## config.mk

```make
export PLATFORM = sky130hd
export DESIGN_NAME = mcu_sequencer
export DESIGN_NICKNAME = d
export VERILOG_FILES = /design/src/rtl/mcu_pkg.sv /design/src/rtl/mcu_decode.sv /design/src/rtl/mcu_sequencer.sv
export SDC_FILE = /design/constraint.sdc
export NUM_CORES = 1
export LEC_CHECK = 0
export ABC_CLOCK_PERIOD_IN_PS = 1900
export CORE_MARGIN = 2
export CORE_UTILIZATION = 30
export DETAILED_ROUTE_END_ITERATION = 8
export SLEW_MARGIN = 0
export SYNTH_ARGS = -nofsm -noshare
export SYNTH_HDL_FRONTEND = slang
export SYNTH_SLANG_ARGS = --single-unit
```

## constraint.sdc

```tcl
create_clock -name clk -period 1.9 [get_ports clk]
set_clock_uncertainty 0.15 [all_clocks]
set_input_delay 0.38 -clock clk [delete_from_list [all_inputs] [get_ports clk]]
set_output_delay 0.38 -clock clk [all_outputs]
set_load 0.01 [all_outputs]
```

## src/rtl/mcu_pkg.sv

```systemverilog
// mcu_pkg: opcode, alu mode and state encodings plus sign-extension helpers for the mcu control unit
package mcu_pkg;
  localparam logic [3:0] OP_LD  = 4'b0000;
  localparam logic [3:0] OP_ST  = 4'b0001;
  localparam logic [3:0] OP_MI  = 4'b0010;
  localparam logic [3:0] OP_MR  = 4'b0011;
  localparam logic [3:0] OP_SUM = 4'b0100;
  localparam logic [3:0] OP_SB  = 4'b0101;
  localparam logic [3:0] OP_ANR = 4'b0110;
  localparam logic [3:0] OP_CM  = 4'b0111;
  localparam logic [3:0] OP_ORR = 4'b1000;
  localparam logic [3:0] OP_ORI = 4'b1001;
  localparam logic [3:0] OP_XRR = 4'b1010;
  localparam logic [3:0] OP_XRI = 4'b1011;
  localparam logic [3:0] OP_SMI = 4'b1100;
  localparam logic [3:0] OP_SBI = 4'b1101;
  localparam logic [3:0] OP_ANI = 4'b1110;
  localparam logic [3:0] OP_CMI = 4'b1111;
  localparam logic [2:0] ALU_ADD  = 3'b000;
  localparam logic [2:0] ALU_SUB  = 3'b001;
  localparam logic [2:0] ALU_AND  = 3'b010;
  localparam logic [2:0] ALU_OR   = 3'b011;
  localparam logic [2:0] ALU_XOR  = 3'b100;
  localparam logic [2:0] ALU_PASS = 3'b101;
  localparam logic [2:0] ALU_CMP  = 3'b110;
  localparam logic [2:0] S_IDLE   = 3'd0;
  localparam logic [2:0] S_FETCH  = 3'd1;
  localparam logic [2:0] S_DECODE = 3'd2;
  localparam logic [2:0] S_EXEC   = 3'd3;
  localparam logic [2:0] S_MEM    = 3'd4;
  localparam logic [2:0] S_WB     = 3'd5;
  function automatic logic [7:0] sext2(input logic [1:0] v);
    return {{6{v[1]}}, v};
  endfunction
  function automatic logic [7:0] sext4(input logic [3:0] v);
    return {{4{v[3]}}, v};
  endfunction
endpackage

```

## src/rtl/mcu_decode.sv

```systemverilog
// mcu_decode: combinational instruction-register field, select and alu mode decode
module mcu_decode
  import mcu_pkg::*;
(
  input  logic [7:0] ir,
  output logic [2:0] alu_mode,
  output logic       direct_imm,
  output logic [1:0] rs_sel,
  output logic [1:0] rd_sel,
  output logic [7:0] imm_out,
  output logic       is_mem,
  output logic       is_st,
  output logic       is_cmp,
  output logic       reg_src
);
  logic [3:0] op;
  assign op         = ir[7:4];
  assign is_mem     = op == OP_LD || op == OP_ST;
  assign is_st      = op == OP_ST;
  assign is_cmp     = op == OP_CM || op == OP_CMI;
  assign direct_imm = op inside {OP_MI, OP_ORI, OP_XRI, OP_SMI, OP_SBI, OP_ANI, OP_CMI};
  assign reg_src    = !is_mem && !direct_imm;
  assign rd_sel     = is_mem ? 2'b00 : ir[3:2];
  assign rs_sel     = is_mem ? 2'b00 : ir[1:0];
  assign imm_out    = is_mem ? sext4(ir[3:0]) : direct_imm ? sext2(ir[1:0]) : 8'h00;
  always_comb begin
    alu_mode = ALU_ADD;
    case (op)
      OP_SB,  OP_SBI: alu_mode = ALU_SUB;
      OP_ANR, OP_ANI: alu_mode = ALU_AND;
      OP_ORR, OP_ORI: alu_mode = ALU_OR;
      OP_XRR, OP_XRI: alu_mode = ALU_XOR;
      OP_MR,  OP_MI:  alu_mode = ALU_PASS;
      OP_CM,  OP_CMI: alu_mode = ALU_CMP;
      default:        alu_mode = ALU_ADD;
    endcase
  end
endmodule

```

## src/rtl/mcu_sequencer.sv

```systemverilog
// mcu_sequencer: multi-cycle fetch/decode/exec/mem/wb control unit for the 8-bit processor
module mcu_sequencer
  import mcu_pkg::*;
#(
  parameter int              PC_W     = 8,
  parameter logic [PC_W-1:0] PC_RESET = '0
) (
  input  logic            clk,
  input  logic            rst_n,
  input  logic            run,
  input  logic            instr_valid,
  input  logic [7:0]      instr,
  input  logic            mem_ready,
  output logic            instr_req,
  output logic [PC_W-1:0] pc,
  output logic            alu_enable,
  output logic [2:0]      alu_mode,
  output logic            direct_imm,
  output logic [1:0]      rs_sel,
  output logic [1:0]      rd_sel,
  output logic            reg_enable,
  output logic            reg_rw,
  output logic            mem_enable,
  output logic            mem_rw,
  output logic [7:0]      imm_out,
  output logic            busy
);
  logic [2:0] state, state_nx;
  logic [7:0] ir;
  logic [2:0] d_mode;
  logic [1:0] d_rs, d_rd;
  logic [7:0] d_imm;
  logic       d_dimm, d_mem, d_st, d_cmp, d_rsrc, fetch_ok;
  mcu_decode u_dec (
    .ir(ir), .alu_mode(d_mode), .direct_imm(d_dimm), .rs_sel(d_rs), .rd_sel(d_rd),
    .imm_out(d_imm), .is_mem(d_mem), .is_st(d_st), .is_cmp(d_cmp), .reg_src(d_rsrc)
  );
  assign fetch_ok   = state == S_FETCH && instr_valid && run;
  assign instr_req  = state == S_FETCH;
  assign busy       = state != S_IDLE;
  assign alu_enable = state == S_EXEC;
  assign mem_enable = state == S_MEM;
  assign mem_rw     = state == S_MEM && d_st;
  assign reg_rw     = state == S_WB;
  assign reg_enable = state == S_WB || (state == S_EXEC && d_rsrc) || (state == S_MEM && d_st);
  always_comb begin
    state_nx = S_IDLE;
    case (state)
      S_IDLE:   state_nx = run ? S_FETCH : S_IDLE;
      S_FETCH:  state_nx = fetch_ok ? S_DECODE : run ? S_FETCH : S_IDLE;
      S_DECODE: state_nx = d_mem ? S_MEM : S_EXEC;
      S_EXEC:   state_nx = d_cmp ? S_FETCH : S_WB;
      S_MEM:    state_nx = !mem_ready ? S_MEM : d_st ? S_FETCH : S_WB;
      S_WB:     state_nx = S_FETCH;
      default:  state_nx = S_IDLE;
    endcase
  end
  always_ff @(posedge clk) begin
    if (!rst_n) begin
      state      <= S_IDLE;
      pc         <= PC_RESET;
      ir         <= '0;
      alu_mode   <= '0;
      direct_imm <= 1'b0;
      rs_sel     <= '0;
      rd_sel     <= '0;
      imm_out    <= '0;
    end else begin
      state <= state_nx;
      if (fetch_ok) begin
        ir <= instr;
        pc <= pc + 1'b1;
      end
      if (state == S_DECODE) begin
        alu_mode   <= d_mode;
        direct_imm <= d_dimm;
        rs_sel     <= d_rs;
        rd_sel     <= d_rd;
        imm_out    <= d_imm;
      end
    end
  end
endmodule

```

==> results of run 1 <==
[per-stage QoR]
| step | setup WS (ns) | std cells | TNS [ns] | instance area, µm² |
|---|---|---|---|---|
| 2_1_floorplan | 0.0118 | 173 | 0 | 1430 |
| 3_3_place_gp | -0.327 | 280 | -0.926 | 2060 |
| 3_5_place_dp | -0.321 | 280 | -1.03 | 2060 |
| 4_1_cts | -0.274 | 289 | -0.312 | 2180 |
| 5_1_grt | -0.302 | 290 | -0.302 | 2200 |
| 6_report | -0.258 | 290 | -0.258 | 2200 |
[registers in the layout, indices dropped and copies added (netlist names)]
register,count
alu_mode,3
direct_imm,1
imm_out,4
ir,8
pc,8
rd_sel,2
rs_sel,2
state,3
[worst max-delay path: cells and delay by family (launching register included)]
| kind | cells | cell delay (ns) |
|---|---|---|
| DFF | 1 | 0.31 |
| AOI/OAI and AO/OA | 1 | 0.25 |
| and+or+nand+nor | 3 | 0.66 |
| buffers and inverters | 1 | 0.14 |
[power by group through the flow]
stage	Sequential, W	Combinational [W]	Clock (W)
after global placement	0.000679	0.000131	0
after global routing	0.000666	0.000148	0.000552
after detailed placement	0.000679	0.000131	0
after CTS	0.000665	0.000134	0.000529
after floorplan	0.000680	0.0000526	0
final	0.000665	0.000135	0.000514
[Yosys cell counts (all sizes together) (2+ instances only)]
library cell / number / share of area
a211oi: 2 / 0.011
a21oi: 14 / 0.050
a22oi: 5 / 0.027
a31oi: 2 / 0.0089
and2: 4 / 0.018
and3: 3 / 0.013
buf: 8 / 0.035
clkbuf: 6 / 0.017
dfxtp: 31 / 0.44
ha: 2 / 0.018
inv: 3 / 0.0080
nand2: 26 / 0.069
nand3: 14 / 0.050
nand4: 3 / 0.013
nor2: 19 / 0.052
nor3: 3 / 0.014
nor3b: 2 / 0.011
o21ai: 6 / 0.021
o2bb2ai: 2 / 0.012
xor2: 5 / 0.031
[kinds of logic after synthesis]
family / count (synthesis)
DFF: 31
xor gates and xnor gates: 6
adders and majority gates: 2
buffers and inverters: 17
AOI/OAI and AO/OA: 36
and+or+nand+nor: 81
[metal layers]
metal  track usage  vias to the layer above  wire [µm]  part of all wire
met4        0.0617                        0         62             0.017
met2         0.234                       42       1650              0.45
li1              -                      727          -                 -
met5             0                        -          0                 0
met1         0.185                      635       1710              0.47
met3        0.0414                        5        194             0.054
[worst max path at each step]
stage | from | end | slack, ns
3_5_place_dp | ir[4] | reg_enable | -0.32
4_1_cts | ir[6] | reg_enable | -0.27
3_3_place_gp | ir[4] | reg_enable | -0.33
2_1_floorplan | ir[6] | reg_enable | 0.01
6_report | ir[6] | reg_enable | -0.26
5_1_grt | ir[6] | reg_enable | -0.30
[cell type report]
type	count	area share
inverter	3	0.00512
clock buffer	6	0.0375
multi-input combinational	125	0.340
timing repair buffer	72	0.301
clock inverter	1	0.00228
sequential	31	0.285
tap	52	0.0296
[timing repair]
action                                  in CTS  in global routing
gates resized for setup                     26                  5
hold buffers                                 0                  0
buffers inserted                             2                  1
pin swaps                                    3                  1
endpoints found under the setup margin       7                  2
==> impl_metrics.tcl, run 1 <==
set metrics [dict create \
    total_power_w 0.00131 \
    register_area_um2 627 \
    power.leakage_nw 0.851 \
    reg2reg_depth 5 \
    synth-seq-cells 31 \
    insertion_delay_ns 0.28 \
    synth-compound-area-share 0.160 \
    finalWorstSetupSlack_ns -0.258 \
    mostFrequentLayoutCells "clkdlybuf4s50_1 (36), dfxtp_1 (28), buf_4 (27)" \
    cts_root_buf "clkbuf_8" \
    p_comb_frac 0.103 \
    cap_violations 0 \
    dieArea_mm2 0.00527 \
    synth-warning-count 0 \
    syn_to_final_growth_pct 55.9 \
    routed_wl_um 3620 \
    hp-class "reg2reg" \
    grt_util_all_layers 0.147 \
    path_class "reg2out" \
    ir_drop_mv 0.364 \
    maxSlewViolCount 0 \
    fin_hold_ws_ns 0.304 \
    synthArstFlopShare 0 \
    synthSimpleGateAreaFrac 0.285 \
    synthCells 173 \
    antenna_found_initial 0 \
    status "finished with violations" \
    nets 253 \
    synth_area_mm2 0.00141 \
    grt_pass1_wl_um 6000 \
    seqPwrFrac 0.506 \
    crit_required_ns 1.37 \
    cpPeakStageDelay_ns 0.54 \
    pwr_density_cell_mw_per_mm2 598 \
    setup_viol 1 \
    multi_input_area_um2 747 \
    reg2reg_to "pc[7]" \
    min_from "alu_mode[0]" \
    cts_tree "yes" \
    vias 1409 \
    rows 24 \
    io_pins 44 \
    hold_viol 0 \
    synthMuxAreaShare 0 \
    p_int_w 0.00102 \
    clock_power_share 0.391 \
    drc 0 \
    violations "setup timing" \
    switchingPower_w 0.000298 \
    post_route_cells_drive_above_1_share 0.223 \
    final_antenna_net_count 0 \
    synth_top_family_by_area "simple AND/OR/NAND/NOR gates" \
    core_area_mm2 0.00444 \
    ys_seq_area_frac 0.440 \
    syn_area_per_cell_um2 8.16 \
    synth-edff-count 0 \
    n_fill_cell 458 \
    synth_ff_type "dfxtp_1" \
    clock_path_buffers 2 \
    diodes 0 \
    synthDistinctLibCells 37 \
    synth_fa_ha_area_frac 0.0177 \
    fin_crit_ns 2.16 \
    cp_max_fo 2 \
    grt_remaining_overflow 0 \
    port_buffers 43 \
    dr.pass1.iters 4 \
    min_to "alu_mode[0]" \
    swShare 0.227 \
    fmax_mhz 463 \
    end_kind "output pin" \
    worst_pin_slew_ns 0.505 \
    period_share 1.14 \
    drt_iter0_drc 61 \
    maxSlewHeadroom 0.663 \
    die_y_um 72.6 \
    slowest_stage "or4b_4" \
    post_drt_via_cell_ratio 4.86 \
    cp.arrival_ns 1.63 \
    initial_core_util 0.318 \
    r2r-start "state[2]" \
    die_w_um 72.6 \
    hpwl_um 2700 \
    rrSetupSlack_ns 0.14 \
    utilization 0.495 \
    ctsHtreeMaxLevel 2 \
    grt_pass1_vias 1328 \
    cp_cell_sequence "or4b_4 > nand2_4 > nor2_2 > a211o_1 > buf_2" \
    syn-num-nets 188 \
    cts_buffers 5 \
    clkTransAtPathRegs_ns 0.06 \
    layout_commonest_cell "clkdlybuf4s50_1" \
    detail_route.wl_per_cell_um 12.5 \
    crit_path_start_kind "flop" \
    place.gp.congestion 0.772 \
    clkSinkCount 31 \
    rsz0062_at_grt "true" \
    grt_max_degree 18 \
    hold_path_depth 2 \
    synth_xor_xnor_area_share 0.0372 \
]
Note: power is estimated with default switching activity, not from simulation.
==> run 2: changes to the inputs <==
--- a/config.mk
+++ b/config.mk
@@ -6,8 +6,10 @@
 export NUM_CORES = 1
 export LEC_CHECK = 0
 export ABC_CLOCK_PERIOD_IN_PS = 1900
+export CAP_MARGIN = 20
 export CORE_MARGIN = 2
 export CORE_UTILIZATION = 30
+export CTS_CLUSTER_DIAMETER = 100
 export DETAILED_ROUTE_END_ITERATION = 8
 export SLEW_MARGIN = 0
 export SYNTH_ARGS = -nofsm -noshare
==> results of run 2 <==
Same layout as run 1: the final DEF is identical, and so are final timing and power.
==> run 3: changes to the inputs <==
--- a/config.mk
+++ b/config.mk
@@ -11,6 +11,7 @@
 export CORE_UTILIZATION = 30
 export CTS_CLUSTER_DIAMETER = 100
 export DETAILED_ROUTE_END_ITERATION = 8
+export GPL_TIMING_DRIVEN = 0
 export SLEW_MARGIN = 0
 export SYNTH_ARGS = -nofsm -noshare
 export SYNTH_HDL_FRONTEND = slang
==> run 3 against run 2 <==
Net effect:
- the flow still finishes with violations (setup timing)
- via count shrank 0.35%
- combinational power shrank 10%
- global-route usage grew 0.56 points
- register-to-register slack gained 0.02 ns
- cell count shrank 0.69%
- worst setup slack lost 0.053 ns
- sequential cell count is the same
- wire length grew 3.9%
- critical path depth is the same
- power grew 3.6%
- hold slack lost 0.023 ns
- largest cell class unchanged
==> impl_metrics.tcl, run 3 (synthesis gave the netlist of run 1 again) <==
set metrics [dict create \
    status "finished with violations" \
    violations "setup timing" \
    io_pins 44 \
    syn_to_final_growth_pct 55.0 \
    cts_root_buf "clkbuf_8" \
    clkSinkCount 31 \
    dr.pass1.iters 4 \
    grt_util_all_layers 0.152 \
    place.gp.congestion 0.752 \
    cts_buffers 5 \
    fin_crit_ns 2.21 \
    hp-class "in2reg" \
    final_antenna_net_count 0 \
    die_w_um 72.6 \
    die_y_um 72.6 \
    vias 1404 \
    dieArea_mm2 0.00527 \
    largestRegisters "ir (8), pc (8), imm_out (4)" \
    nets 250 \
    layout_commonest_cell "clkdlybuf4s50_1" \
    clkTransAtPathRegs_ns 0.06 \
    clock_path_buffers 2 \
    drt_iter0_drc 48 \
    insertion_delay_ns 0.28 \
    initial_core_util 0.318 \
    finalWorstSetupSlack_ns -0.311 \
    cap_violations 0 \
    mostFrequentLayoutCells "clkdlybuf4s50_1 (35), nand2_1 (25), dfxtp_1 (24)" \
    post_route_cells_drive_above_1_share 0.237 \
    maxSlewViolCount 0 \
    cp_max_fo 3 \
    grt_pass1_vias 1304 \
    drc 0 \
    end_kind "output pin" \
    diodes 0 \
    cpPeakStageDelay_ns 0.55 \
    core_area_mm2 0.00444 \
    ctsHtreeMaxLevel 2 \
    worst_pin_slew_ns 0.530 \
    cp.arrival_ns 1.68 \
    maxSlewHeadroom 0.645 \
    hold_viol 0 \
    routed_wl_um 3760 \
    pwr_density_cell_mw_per_mm2 623 \
    fmax_mhz 452 \
    rsz0062_at_grt "true" \
    grt_max_degree 11 \
    cts_tree "yes" \
    total_power_w 0.00136 \
    cp_cell_sequence "or4b_4 > nand2_4 > nor2_2 > a211o_1 > buf_2" \
    grt_pass1_wl_um 6180 \
    ctsHoldBuffers 0 \
    setup_viol 1 \
    slowest_stage "or4b_4" \
    place_ws_ns -0.535 \
    post_drt_via_cell_ratio 4.88 \
    path_class "reg2out" \
    rows 24 \
    grt_remaining_overflow 0 \
    hpwl_um 2550 \
    antenna_found_initial 0 \
    power.leakage_nw 0.831 \
    ir_drop_mv 0.406 \
    port_buffers 42 \
    detail_route.wl_per_cell_um 13.1 \
    crit_path_start_kind "flop" \
    crit_required_ns 1.37 \
    period_share 1.16 \
]
run 3: changes by cell type in the layout (fill, tap and decap cells not counted), sizes merged:
cell / delta
clkdlybuf4s50: -1
buf: -8
clkinv: -1
clkbuf: +8
clkdlybuf4s15: +2
dlygate4sd2: -2
run 3: final timing paths:
check	start	endpoint	slack [ns]	cells past startpoint
worst max-delay path	ir[7]	reg_enable	-0.31	5
worst max register to register	state[2]	rs_sel[0]	0.16	6
worst min register to register	alu_mode[0]	alu_mode[0]	0.30	2
worst min-delay path	run	state[0]	0.28	3
run 3: power by group:
| part | total (W) | switching [W] | internal (W) | leakage (nW) |
|---|---|---|---|---|
| Clock | 0.000578 | 0.000248 | 0.000330 | 0.0515 |
| Combinational | 0.000121 | 0.0000574 | 0.0000640 | 0.524 |
| Sequential | 0.000663 | 0.0000100 | 0.000653 | 0.255 |
| Total | 0.00136 | 0.000315 | 0.00105 | 0.831 |
run 3: final cells by class:
cell class                 count  area, µm²
clock buffer                   8        100
inverter                       3       11.3
multi-input combinational    125        754
sequential                    31        642
fill                         449       2260
tap                           52       65.1
buffer                        13       87.6
timing repair buffer          56        527
run 3: timing repair:
action | 4_1_cts | 5_1_grt
endpoints found under the setup margin | 8 | 15
hold endpoints to repair | 0 | 0
pin swaps | 4 | 2
setup buffers | 8 | 6
gates resized for setup | 43 | 12
run 3: critical path: cells and delay by family (launching register included):
| kind | cells | cell delay, ns |
|---|---|---|
| AND/OR/NAND/NOR | 3 | 0.68 |
| flip-flops | 1 | 0.34 |
| AO/OA/AOI/OAI | 1 | 0.25 |
| buffers and inverters | 1 | 0.14 |
run 3: metal layers:
metal / share of wire / vias to the layer above / wire length, µm / track usage
met5: 0 / - / 0 / 0
met4: 0.0067 / 0 / 25 / 0.0597
met2: 0.46 / 42 / 1720 / 0.239
met3: 0.063 / 4 / 237 / 0.0539
li1: - / 726 / - / -
met1: 0.47 / 632 / 1770 / 0.191
run 3: through the flow:
| step | instance area, µm² | instances | util | setup TNS (ns) | hold WS (ns) |
|---|---|---|---|---|---|
| after detailed placement | 1910 | 267 | 0.430 | -5.10 | 0.296 |
| after global placement | 1910 | 267 | 0.430 | -5.06 | 0.291 |
| after CTS | 2120 | 282 | 0.478 | -0.363 | 0.276 |
| after floorplan | 1430 | 173 | - | 0 | 0.299 |
| final | 2190 | 288 | 0.492 | -0.311 | 0.282 |
| after global routing | 2190 | 288 | 0.492 | -0.395 | 0.298 |
